===== config.mk =====
export PLATFORM = sky130hd
export DESIGN_NAME = d_egress_scheduler_flat
export DESIGN_NICKNAME = d
export VERILOG_FILES = /design/src/rtl/d_egress_scheduler_pkg.sv /design/src/rtl/d_egress_scheduler_if.sv /design/src/rtl/d_egress_scheduler_skid_fifo.sv /design/src/rtl/d_egress_scheduler.sv /design/src/flat_wrapper.sv
export SDC_FILE = /design/constraint.sdc
export NUM_CORES = 1
export LEC_CHECK = 0
export CORE_MARGIN = 3
export CORE_UTILIZATION = 49
export DETAILED_ROUTE_END_ITERATION = 6
export PLACE_DENSITY = 0.84
export SLEW_MARGIN = 20
export SYNTH_ARGS = -nofsm -noshare
export SYNTH_HDL_FRONTEND = slang
export SYNTH_SLANG_ARGS = --single-unit

===== constraint.sdc =====
create_clock -name clk -period 3.7 [get_ports clk]
set_input_delay 0.74 -clock clk [delete_from_list [all_inputs] [get_ports clk]]
set_output_delay 0.74 -clock clk [all_outputs]
set_load 0.01 [all_outputs]

===== src/rtl/d_egress_scheduler_pkg.sv =====
// Shared types and constants for the egress scheduler: source tags, arbiter
// states and the depth of the output buffer.
package d_egress_pkg;

  typedef enum logic {
    SRC_D0 = 1'b0,
    SRC_D1 = 1'b1
  } src_t;

  typedef enum logic [1:0] {
    IDLE     = 2'd0,
    SERVE_D0 = 2'd1,
    SERVE_D1 = 2'd2
  } arb_state_t;

  localparam int BUF_DEPTH = 2;

endpackage


===== src/rtl/d_egress_scheduler_if.sv =====
// Merged output stream of the egress scheduler: tagged word with valid/ready.
interface d_egress_scheduler_if
  import d_egress_pkg::*;
#(
  parameter int DATA_WIDTH = 6
);
  logic                  out_valid;
  logic                  out_ready;
  logic [DATA_WIDTH-1:0] out_data;
  src_t                  out_src;

  modport master (output out_valid, output out_data, output out_src, input out_ready);
  modport slave  (input out_valid, input out_data, input out_src, output out_ready);
endinterface


===== src/rtl/d_egress_scheduler_skid_fifo.sv =====
// Two-entry output buffer built as head/tail registers, so the head word
// (and therefore the stream output) comes straight from a flop.
module egress_skid_fifo
  import d_egress_pkg::*;
#(
  parameter int WIDTH = 7
) (
  input  logic             clk,
  input  logic             reset,
  input  logic             push,
  input  logic [WIDTH-1:0] push_data,
  input  logic             pop,
  output logic [1:0]       occ,
  output logic [WIDTH-1:0] head
);
  localparam logic [1:0] FULL = 2'(BUF_DEPTH);

  logic [WIDTH-1:0] tail;
  logic             pop_ok;
  logic             push_ok;

  assign pop_ok  = pop & (occ != 2'd0);
  // A push into a full buffer is only legal when the head leaves in the same cycle.
  assign push_ok = push & ((occ != FULL) | pop_ok);

  always_ff @(posedge clk or posedge reset) begin
    if (reset) begin
      occ  <= 2'd0;
      head <= '0;
      tail <= '0;
    end else begin
      case ({push_ok, pop_ok})
        2'b10: begin
          if (occ == 2'd0) head <= push_data;
          else             tail <= push_data;
          occ <= occ + 2'd1;
        end
        2'b01: begin
          head <= tail;
          occ  <= occ - 2'd1;
        end
        2'b11: begin
          if (occ == 2'd1) begin
            head <= push_data;
          end else begin
            head <= tail;
            tail <= push_data;
          end
        end
        default: ;
      endcase
    end
  end

endmodule


===== src/rtl/d_egress_scheduler.sv =====
// Round-robin merge of the D0/D1 destination FIFOs into one tagged stream,
// with per-source saturating delivery counters and an idle indication.
module d_egress_scheduler
  import d_egress_pkg::*;
#(
  parameter int DATA_WIDTH = 6,
  parameter int CNT_WIDTH  = 8
) (
  input  logic                  clk,
  input  logic                  reset,
  input  logic                  active_in,
  input  logic                  empty_fifo_D0,
  input  logic                  empty_fifo_D1,
  input  logic [DATA_WIDTH-1:0] data_out_D0,
  input  logic [DATA_WIDTH-1:0] data_out_D1,
  output logic                  D0_pop,
  output logic                  D1_pop,
  d_egress_scheduler_if.master  out_if,
  output logic [CNT_WIDTH-1:0]  cnt_D0,
  output logic [CNT_WIDTH-1:0]  cnt_D1,
  output logic                  idle_out
);
  localparam logic [CNT_WIDTH-1:0] CNT_ONE = CNT_WIDTH'(1);

  function automatic logic [CNT_WIDTH-1:0] sat_inc(input logic [CNT_WIDTH-1:0] v);
    return (&v) ? v : v + CNT_ONE;
  endfunction

  arb_state_t          state;
  src_t                prio;
  logic                inflight_v;
  src_t                inflight_src;
  logic [1:0]          occ;
  logic [DATA_WIDTH:0] head;
  logic [DATA_WIDTH:0] push_word;
  logic [2:0]          fill_next;
  logic                drain;
  logic                space;
  logic                eligible;

  assign drain     = out_if.out_valid & out_if.out_ready;
  // Occupancy once the in-flight word lands and the current drain completes.
  assign fill_next = {1'b0, occ} + {2'b00, inflight_v} - {2'b00, drain};
  assign space     = fill_next < 3'd2;
  assign eligible  = ~reset & active_in & space & (~empty_fifo_D0 | ~empty_fifo_D1);

  always_comb begin
    state = IDLE;
    if (eligible) begin
      if (~empty_fifo_D0 & ~empty_fifo_D1) state = (prio == SRC_D1) ? SERVE_D1 : SERVE_D0;
      else if (~empty_fifo_D0)             state = SERVE_D0;
      else                                 state = SERVE_D1;
    end
  end

  assign D0_pop = (state == SERVE_D0);
  assign D1_pop = (state == SERVE_D1);

  // Stage boundary: pop issued this cycle, FIFO word captured next cycle.
  always_ff @(posedge clk or posedge reset) begin
    if (reset) begin
      inflight_v   <= 1'b0;
      inflight_src <= SRC_D0;
      prio         <= SRC_D0;
    end else begin
      inflight_v <= (state != IDLE);
      if (state != IDLE) begin
        inflight_src <= (state == SERVE_D1) ? SRC_D1 : SRC_D0;
        prio         <= (state == SERVE_D1) ? SRC_D0 : SRC_D1;
      end
    end
  end

  assign push_word = {logic'(inflight_src),
                      (inflight_src == SRC_D1) ? data_out_D1 : data_out_D0};

  egress_skid_fifo #(.WIDTH(DATA_WIDTH + 1)) u_buf (
    .clk       (clk),
    .reset     (reset),
    .push      (inflight_v),
    .push_data (push_word),
    .pop       (drain),
    .occ       (occ),
    .head      (head)
  );

  assign out_if.out_valid = (occ != 2'd0);
  assign out_if.out_data  = head[DATA_WIDTH-1:0];
  assign out_if.out_src   = src_t'(head[DATA_WIDTH]);

  always_ff @(posedge clk or posedge reset) begin
    if (reset) begin
      cnt_D0 <= '0;
      cnt_D1 <= '0;
    end else if (drain) begin
      if (out_if.out_src == SRC_D1) cnt_D1 <= sat_inc(cnt_D1);
      else                          cnt_D0 <= sat_inc(cnt_D0);
    end
  end

  assign idle_out = reset |
                    ((occ == 2'd0) & ~inflight_v & (~active_in | (empty_fifo_D0 & empty_fifo_D1)));

endmodule


===== src/flat_wrapper.sv =====
// flat-port wrapper written by rule: the top's interface ports become plain ports
module d_egress_scheduler_flat import d_egress_pkg::*;
#(
  parameter int DATA_WIDTH = 6,
  parameter int CNT_WIDTH  = 8
)
  (clk, reset, active_in, empty_fifo_D0, empty_fifo_D1, data_out_D0, data_out_D1, D0_pop, D1_pop, cnt_D0, cnt_D1, idle_out, out_if_out_valid, out_if_out_data, out_if_out_src, out_if_out_ready);
  d_egress_scheduler_if #(.DATA_WIDTH(DATA_WIDTH)) out_if_i ();
  input  logic clk;
  input  logic reset;
  input  logic active_in;
  input  logic empty_fifo_D0;
  input  logic empty_fifo_D1;
  input  logic [DATA_WIDTH-1:0] data_out_D0;
  input  logic [DATA_WIDTH-1:0] data_out_D1;
  output logic D0_pop;
  output logic D1_pop;
  output logic [CNT_WIDTH-1:0] cnt_D0;
  output logic [CNT_WIDTH-1:0] cnt_D1;
  output logic idle_out;
  output wire logic [$bits(out_if_i.out_valid)-1:0] out_if_out_valid;
  output wire logic [$bits(out_if_i.out_data)-1:0] out_if_out_data;
  output wire logic [$bits(out_if_i.out_src)-1:0] out_if_out_src;
  input wire logic [$bits(out_if_i.out_ready)-1:0] out_if_out_ready;
  assign out_if_out_valid = out_if_i.out_valid;
  assign out_if_out_data = out_if_i.out_data;
  assign out_if_out_src = out_if_i.out_src;
  assign out_if_i.out_ready = out_if_out_ready;
  d_egress_scheduler #(.DATA_WIDTH(DATA_WIDTH), .CNT_WIDTH(CNT_WIDTH)) u_core (.clk(clk), .reset(reset), .active_in(active_in), .empty_fifo_D0(empty_fifo_D0), .empty_fifo_D1(empty_fifo_D1), .data_out_D0(data_out_D0), .data_out_D1(data_out_D1), .D0_pop(D0_pop), .D1_pop(D1_pop), .out_if(out_if_i), .cnt_D0(cnt_D0), .cnt_D1(cnt_D1), .idle_out(idle_out));
endmodule

# After elaboration in Yosys (flattened, before gate mapping)
# Index checks and enable logic that the tools add are counted.
# totals
ff_bits	35
input_bits	18
out_inout_bits	27
wordCells	73
# classes
addsub	6
n_lt_le_gt_ge	1
n_eq_ne	10
muxes	14
bitwise	22
n_reduce_logical	12
# op_table
cell	n
7-bit 2-to-1 mux	4
7-bit one-hot mux with 3 select lines	1
8-bit by 1-bit adder with 8-bit output, second input constant	2
8-bit AND reduction	2
7-bit one-hot mux with 2 select lines	1
1-bit bitwise AND	10
3-bit AND reduction	3
2-bit 2-to-1 mux	4
1-bit inverter	8
2-bit nonzero test	4
2-bit by 1-bit == test with 1-bit output, second input constant	3
2-bit == test, second input constant	3
6-bit 2-to-1 mux	1
2-bit inequality test, second input constant	3
1-bit bitwise OR	4
2-bit one-hot mux with 2 select lines	1
2-bit by 1-bit adder with 3-bit output	1
3-bit by 2-bit less-than comparator with 1-bit output, second input constant	1
3-bit nonzero test	1
3-bit by 1-bit subtractor with 3-bit output	1
2-bit by 1-bit adder with 2-bit output, second input constant	1
2-bit logical NOT	1
1-bit 2-to-1 mux	2
2-bit by 1-bit inequality test with 1-bit output, second input constant	1
other kinds (2)	2

# Depth between registers and ports, before layout
# Gate-level depths: netlist (run 1).
# depth
ltp_word	9
ltp_mapped	11
ltp_nobuf	11

# Cells and area by module
# A second synthesis (run 1) with hierarchy kept.
# unflattened
hier_cells	176
area_unflattened_um2	1946.9
# modules_own_cells
mod	instances	cells_per_inst	area_each_um2
d_egress_scheduler	1	98	1069.8
egress_skid_fifo	1	78	877.1

# Worst setup path before layout (run 1)
# Ideal clock, no wire load.
# synth_timing
path_type	reg2out
start	register u_core.u_buf.occ[1]
end	output D1_pop
arrival_time_ps	2645
setup_slack_ps	315
stages_incl_launch_ff	11
n_path_buf	0
cell_sequence	dfrtp_1 > inv_1 > ha_1 > nand2b_4 > clkinv_4 > ha_1 > nand2b_1 > fa_1 > xor2_1 > or4b_4 > nor2_1
# synth_between
elab_chain_cells	8
word_cells_on_any_way	9
# synth_lines
item	line_no	source
from (decl)	d_egress_scheduler_skid_fifo.sv:13	output logic [1:0] occ,
from (signal assigned)	d_egress_scheduler_skid_fifo.sv:36	occ <= occ + 2'd1;
from (signal assigned)	d_egress_scheduler_skid_fifo.sv:40	occ <= occ - 2'd1;
branches (longest 2 deep; another with 2-bit by 1-bit adder with 3-bit output)	n/a	
3-bit by 1-bit subtractor with 3-bit output *	d_egress_scheduler.sv:43	assign fill_next = {1'b0, occ} + {2'b00, inflight_v} - {2'b00, drain};
3-bit by 2-bit less-than comparator with 1-bit output *	d_egress_scheduler.sv:44	assign space = fill_next < 3'd2;
1-bit bitwise AND * (2 in a row)	d_egress_scheduler.sv:45	assign eligible = ~reset & active_in & space & (~empty_fifo_D0 | ~empty_fifo_D1);
2-bit 2-to-1 mux *	d_egress_scheduler.sv:49	if (eligible) begin
2-bit == test *	d_egress_scheduler.sv:57	assign D1_pop = (state == SERVE_D1);
to (decl)	flat_wrapper.sv:17	output logic D1_pop;
# Mark *: on every way between the ends.

# Worst setup path in the final report (run 1)
# layout_timing
start	input out_if_out_ready
end	output D1_pop
# layout_between
elab_chain_cells	7
# layout_lines
item	line_no	source
from (decl)	flat_wrapper.sv:24	input wire logic [$bits(out_if_i.out_ready)-1:0] out_if_out_ready;
1-bit bitwise AND	d_egress_scheduler.sv:41	assign drain = out_if.out_valid & out_if.out_ready;
3-bit by 1-bit subtractor with 3-bit output	d_egress_scheduler.sv:43	
3-bit by 2-bit less-than comparator with 1-bit output	d_egress_scheduler.sv:44	
1-bit bitwise AND (2 in a row)	d_egress_scheduler.sv:45	
2-bit 2-to-1 mux	d_egress_scheduler.sv:49	
2-bit == test	d_egress_scheduler.sv:57	
# No other way between the ends.

==> results of run 1 <==
-- metrics by stage --
stage | worst slack (ns) | area, µm² | hold WS, ns | total power (W) | util [%]
after global routing | 0.00885 | 2460 | 0.524 | 0.00200 | 71.6
after CTS | 0.0343 | 2450 | 0.491 | 0.00184 | 71.1
after floorplan | 0.315 | 1810 | 0.449 | 0.00117 | -
final | 0.0837 | 2460 | 0.484 | 0.00185 | 71.6
after detailed placement | -0.599 | 2360 | 0.477 | 0.00156 | 68.6
after global placement | -0.531 | 2360 | 0.465 | 0.00150 | 68.6
-- critical path, stage by stage --
cell,delay [ns]
dlygate4sd2_1,0.27
nand2b_4,0.09
clkinv_4,0.05
ha_1,0.28
nand2b_4,0.15
fa_2,0.53
or4b_4,0.50
nor2_2,0.13
buf_2,0.14
-- area by class of cell --
class | count | area [µm²]
Inverter | 14 | 57.6
Fill cell | 252 | 978
Timing Repair Buffer | 54 | 504
Sequential cell | 35 | 876
Clock buffer | 7 | 76.3
Multi-Input combinational cell | 109 | 887
Clock inverter | 1 | 5.00
Tap cell | 46 | 57.6
-- cell families after synthesis --
group,Yosys count,share of synthesized area (%)
AOI/OAI and AO/OA,19,7.89
xor gates and xnor gates,16,7.75
adders and majority gates,7,5.26
buffers and inverters,17,3.88
DFF,35,48.4
muxes,22,13.2
and+or+nand+nor,45,13.6
-- cells in the final DEF (no fill, tap or decap), types with 2 or more instances in the layout --
cell,synthesis,final
nor3_1,4,4
a21o_1,2,2
nor2_1,14,13
buf_2,1,2
clkdlybuf4s50_1,0,41
o21ai_0,3,3
inv_1,13,11
ha_1,6,5
nand3_1,6,6
nand2b_4,1,2
clkbuf_8,0,5
inv_2,0,2
dfrtp_1,35,35
mux2i_1,10,10
mux2_2,11,11
nand2_1,11,11
xnor2_1,3,3
a21oi_1,8,8
xor2_1,13,13
nor4_2,2,2
buf_4,0,10
clkbuf_1,2,2
-- worst max path at each step --
stage	start	end	depth (start not counted)	slack [ns]
detailed placement	out_if_out_ready	D1_pop	10	-0.60
global placement	out_if_out_ready	D0_pop	10	-0.53
floorplan	u_core.u_buf.occ[1]	D1_pop	10	0.31
CTS	out_if_out_ready	D0_pop	10	0.03
global route	out_if_out_ready	D1_pop	10	0.009
finish	out_if_out_ready	D1_pop	9	0.08
-- sequential cells by signal (all words and copies together), names as in the netlist --
register             cells
u_core.cnt_D0            8
u_core.cnt_D1            8
u_core.inflight_src      1
u_core.inflight_v        1
u_core.prio              1
u_core.u_buf.head        7
u_core.u_buf.occ         2
u_core.u_buf.tail        7
-- metal layers --
layer / global-route usage [%] / wire (µm) / vias up
li1: - / - / 655
met2: 34.3 / 1970 / 36
met4: 7.61 / 70 / 0
met3: 4.22 / 172 / 7
met5: 0 / 0 / -
met1: 23.6 / 1540 / 666
-- power by group through the flow --
stage / logic (W) / clock network, W / registers, W
2_1_floorplan: 0.000472 / 0 / 0.000696
3_3_place_gp: 0.000828 / 0 / 0.000667
3_5_place_dp: 0.000880 / 0 / 0.000683
4_1_cts: 0.000891 / 0.000267 / 0.000678
5_1_grt: 0.00101 / 0.000290 / 0.000702
6_report: 0.000908 / 0.000260 / 0.000678
-- repair_timing --
item                                    CTS  global route
endpoints found under the setup margin    2             2
setup buffers                             1             0
pin swaps                                 1             1
gates resized for setup                  14             2
hold buffers                              0             0
==> out/metrics.cfg, run 1 <==
[outcome]
status=completed

[power]
internal_power_w=0.00117
peakVddDrop_mv=0.391
power_per_cell_area_nw_per_um2=749
sequentialPowerShare_pct=36.7
p_leak_nw=1.18
comb_power_share_pct=49.2
swShare_pct=36.5
p_sw_w=0.000673
p_clk_share_pct=14.1

[route]
avgRoutedWirePerCell_um=14.1
drt-initial-drc-count=83
drc=0
dr.pass1.iters=4
vias=1364
antenna_left=0
detail_route.wirelength_mm=3.76
vias_per_cell=5.13

[global_route]
grt_max_degree=24
grt_pass1_wl_mm=6.51
grt_overflow=0
antenna_found_initial=0
grt_pass1_vias=1406
globalRouteTotalUtil_pct=19.7

[sta]
drv_slew=0
worst_pin_slew_ns=0.503
period_minus_slack_ns=3.62
slew_headroom_pct=66.5
timing.fmax_mhz=277
setup_tns_ns=0
finClkSkew_ns=0.00559
hold_violations=0
setup_viol=0
rsz0062_at_grt=false
fin_crit_sh_pct=97.7

[die]
dieArea_um2=4450
core-area_um2=3440
die-width_um=66.7
fp-row-count=21
die_y_um=66.7
initial_core_util_pct=52.5
io_pins=45

[worst_setup_path]
end_kind=output port
timing.rr.start=u_core.u_buf.occ[0]
worst_setup_path_start_kind=input pin
reg2reg_depth=12
worstPathRequired_ns=2.96
r2r-end=u_core.inflight_src
critPathMaxFanout=3
r2r_slack_ns=0.94
crit_arrival_ns=2.88
crit_type=in -> out

[yosys]
yosysMostFrequentCell=dfrtp_1
synth-edff-count=0
syn-instance-count=161
synth_fp_nets=186
syn_area_um2=1810
async_flop_share_pct=100
synth_top_area_share_pct=48.4
synth_warnings=0
avgSynthCellArea_um2=11.2
ys_ff_latch=35
ys.flop_type=dfrtp_1
synthTopCellsByArea=dfrtp_1 (48%), mux2_2 (6.9%), xor2_1 (6.3%)
synth_seq_area_share_pct=48.4
synthTopCellsByCount=dfrtp_1 (35), nor2_1 (14), inv_1 (13), xor2_1 (13)
synth_top_area_cell=dfrtp_1
ys_types=34

[place]
io_buffers=44
place_inst=257
gp_congestion=0.842
hpwlAfterDp_mm=2.94

[min_path]
whs_path_depth=2
hold_path_class=reg -> reg
min_to=u_core.u_buf.tail[6]
worstHoldStart=u_core.u_buf.tail[6]

[clocking]
cts.path.max_buffers=2
cts_made_buffers=5
clock_sinks=35
cts_tree=built
clock-root-buffer=clkbuf_8
clk_pin_slew_worst_paths_ns=0.06
cts_htree_levels=2
clk_latency_ns=0.28

[flow_run]
drv_cap=0

[finish]
layout-drive-gt1-share_pct=21.4
area_growth_pct=36.3
nets=244
instances_no_fill=266
n_antenna_cell=0

Note: power is estimated with default switching activity, not from simulation.
==> run 2, diff against run 1 <==
- CORE_UTILIZATION: 49 -> 50
- SYNTH_HIERARCHICAL: not set -> 1
==> run 2 against run 1 <==
Clock skew fell by 0.0039 ns. Die area rose by 5.0%. Sequential share of layout area fell by 1.4 points. Sequential cell count did not move. Routed wire length rose by 7.4%. Highest routed layer unchanged. Global-route usage rose by 0.61 points. Combinational power fell by 1%. Critical path type unchanged. Power rose by 3.1%. Register-to-register slack improved by 0.33 ns.
==> out/metrics.cfg, run 2 <==
[outcome]
status=completed

[global_route]
grt_max_degree=17  ; -29%
grt_pass1_wl_mm=6.98  ; +7.3%
antenna_found_initial=0  ; unchanged
grt_overflow=0  ; unchanged
globalRouteTotalUtil_pct=20.3  ; +0.61 points
grt_pass1_vias=1471  ; +4.6%

[finish]
fill_cells=279  ; +11%
final_area_um2=2560  ; +4.0%
layout_commonest_cell=clkdlybuf4s50_1
final_cell_mix=clkdlybuf4s50_1 (41), dfrtp_1 (35), nand3_1 (13)
n_antenna_cell=0  ; unchanged
nets=254  ; +4.1%
area_growth_pct=31.6
layout-drive-gt1-share_pct=17.0  ; -4.4 points
reg_top3=u_core/cnt_D0 x8, u_core/cnt_D1 x8

[place]
io_buffers=44  ; unchanged
dpl_cell_area_um2=2450  ; +3.7%
hpwlAfterDp_mm=3.03  ; +3.2%
gp_congestion=0.927  ; +10%

[yosys]
avgSynthCellArea_um2=11.1  ; -1.5%
synth-edff-count=0  ; unchanged
synth_seq_area_share_pct=45.0  ; -3.5 points
synth_top_area_share_pct=45.0  ; -3.5 points
ys_ff_latch=35  ; unchanged
syn_area_um2=1950  ; +7.7%
synthTopCellsByArea=dfrtp_1 (45%), mux2_1 (6.4%), a31oi_2 (4.5%)
ys_types=40  ; +18%
synth_warnings=6  ; +6
synth_top_area_cell=dfrtp_1
synthTopCellsByCount=dfrtp_1 (35), nand3_1 (13), mux2_1 (11), inv_1 (9), nand2_1 (9)
yosysMostFrequentCell=dfrtp_1
async_flop_share_pct=100  ; unchanged
synth_fp_nets=201  ; +8.1%
ys.flop_type=dfrtp_1
syn-instance-count=176  ; +9.3%

[sta]
setup_viol=0  ; unchanged
finClkSkew_ns=0.00168  ; -0.00390 ns
fin_crit_sh_pct=96.8  ; -0.90 points
worst_pin_slew_ns=0.594  ; +0.0917 ns
timing.fmax_mhz=279  ; +0.93%
period_minus_slack_ns=3.58  ; -0.0332 ns
slew_headroom_pct=60.3  ; -6.1 points
hold_violations=0  ; unchanged
drv_slew=0  ; unchanged
rsz0062_at_grt=false
setup_tns_ns=0  ; unchanged

[worst_setup_path]
timing.rr.start=u_core/u_buf/occ[0]
worstPathRequired_ns=2.96  ; about the same
r2r_slack_ns=1.27  ; +0.33 ns
critPathMaxFanout=2  ; -1
crit_type=in -> out
r2r-end=u_core/inflight_src
reg2reg_depth=11  ; -1
end_kind=output port
critPathCapture=D0_pop
startpoint=out_if_out_ready
worst_setup_path_start_kind=input pin
crit_arrival_ns=2.84  ; -0.04 ns

[die]
dieArea_um2=4680  ; +5.0%
initial_core_util_pct=52.4  ; -0.14 points
core-area_um2=3720  ; +8.0%
die_y_um=68.4  ; +2.5%
fp-row-count=22  ; +4.8%
die-width_um=68.4  ; +2.5%
io_pins=45  ; unchanged

[flow_run]
drv_cap=0  ; unchanged

[route]
avgRoutedWirePerCell_um=14.5  ; +2.8%
vias_per_cell=5.25  ; +2.3%
wl_met2_mm=1.95  ; -1.2%
wl_met3_um=152  ; -12%
dr.pass1.iters=4  ; unchanged
drt-initial-drc-count=111  ; +34%
detail_route.wirelength_mm=4.04  ; +7.4%
wl_met1_mm=1.89  ; +22%
antenna_left=0  ; unchanged
routed.top_layer=met4
drc=0  ; unchanged
vias=1459  ; +7.0%

[clocking]
clk_pin_slew_worst_paths_ns=0.06  ; about the same
cts_tree=built
cts.path.max_buffers=2  ; unchanged
cts_made_buffers=5  ; unchanged
clock_sinks=35  ; unchanged
cts_htree_levels=2  ; unchanged
clk_latency_ns=0.28  ; about the same
clock-root-buffer=clkbuf_8

[min_path]
whs_path_depth=1  ; -1
hold_path_class=reg -> reg

[power]
p_leak_nw=1.11  ; -5.9%
power_per_cell_area_nw_per_um2=743  ; -0.85%
peakVddDrop_mv=0.484  ; +24%

## run 2: per-stage QoR
step / instances / utilization (%) / setup slack, ns / hold slack (ns) / power (W)
after global placement: 268 / 65.9 / -0.268 / 0.472 / 0.00157
after CTS: 278 / 69.0 / 0.152 / 0.484 / 0.00191
final: 278 / 69.0 / 0.117 / 0.478 / 0.00190
after detailed placement: 268 / 65.9 / -0.333 / 0.470 / 0.00160
after global routing: 278 / 69.0 / 0.0210 / 0.511 / 0.00205
after floorplan: 176 / - / 0.607 / 0.450 / 0.00125
## run 2: logic make-up after synthesis
| logic type | count (synthesis) | share of synthesized area (%) |
|---|---|---|
| xor gates and xnor gates | 11 | 4.95 |
| muxes | 23 | 13.2 |
| buffers and inverters | 16 | 4.37 |
| and+or+nand+nor | 59 | 17.4 |
| DFF | 35 | 45.0 |
| AOI/OAI and AO/OA | 25 | 10.2 |
| adders and majority gates | 7 | 4.88 |
## run 2: worst min-delay path by stage
stage	startpoint	endpoint	slack, ns
final	u_core/prio	u_core/prio	0.48
after global routing	u_core/prio	u_core/prio	0.51
after CTS	u_core/prio	u_core/prio	0.48
after detailed placement	u_core/prio	u_core/prio	0.47
after global placement	u_core/prio	u_core/prio	0.47
after floorplan	u_core/prio	u_core/prio	0.45
## run 2: per-layer routing
layer / vias to the layer above / GRT usage [%]
met3: 4 / 5.91
met5: - / 0
met4: 0 / 5.21
li1: 731 / -
met1: 692 / 27.8
met2: 32 / 31.5
## run 2: what timing repair did
item / 4_1_cts / 5_1_grt
buffers inserted: 2 / 0
hold buffers: 0 / 0
gates resized for setup: 5 / 0
endpoints found under the setup margin: 2 / 0
## run 2: cell type report
cell class,instances,area [µm²],share of cell area (%)
Clock buffer,8,100,3.91
Inverter,9,33.8,1.32
Multi-Input combinational cell,125,986,38.5
Sequential cell,35,876,34.2
Tap cell,48,60.1,2.34
Timing Repair Buffer,53,507,19.8
## run 2: power by group
part	switching [W]	internal (W)
clock network	0.000129	0.000170
registers	0.000168	0.000541
logic	0.000399	0.000497
## run 2: critical path: stages
cell	delay (ns)
dlygate4sd2_1	0.27
o21ai_2	0.08
inv_1	0.08
ha_1	0.27
nand2b_1	0.16
fa_1	0.40
xnor2_1	0.16
nand4_1	0.15
buf_4	0.17
nor2b_1	0.13
clkdlybuf4s15_2	0.24
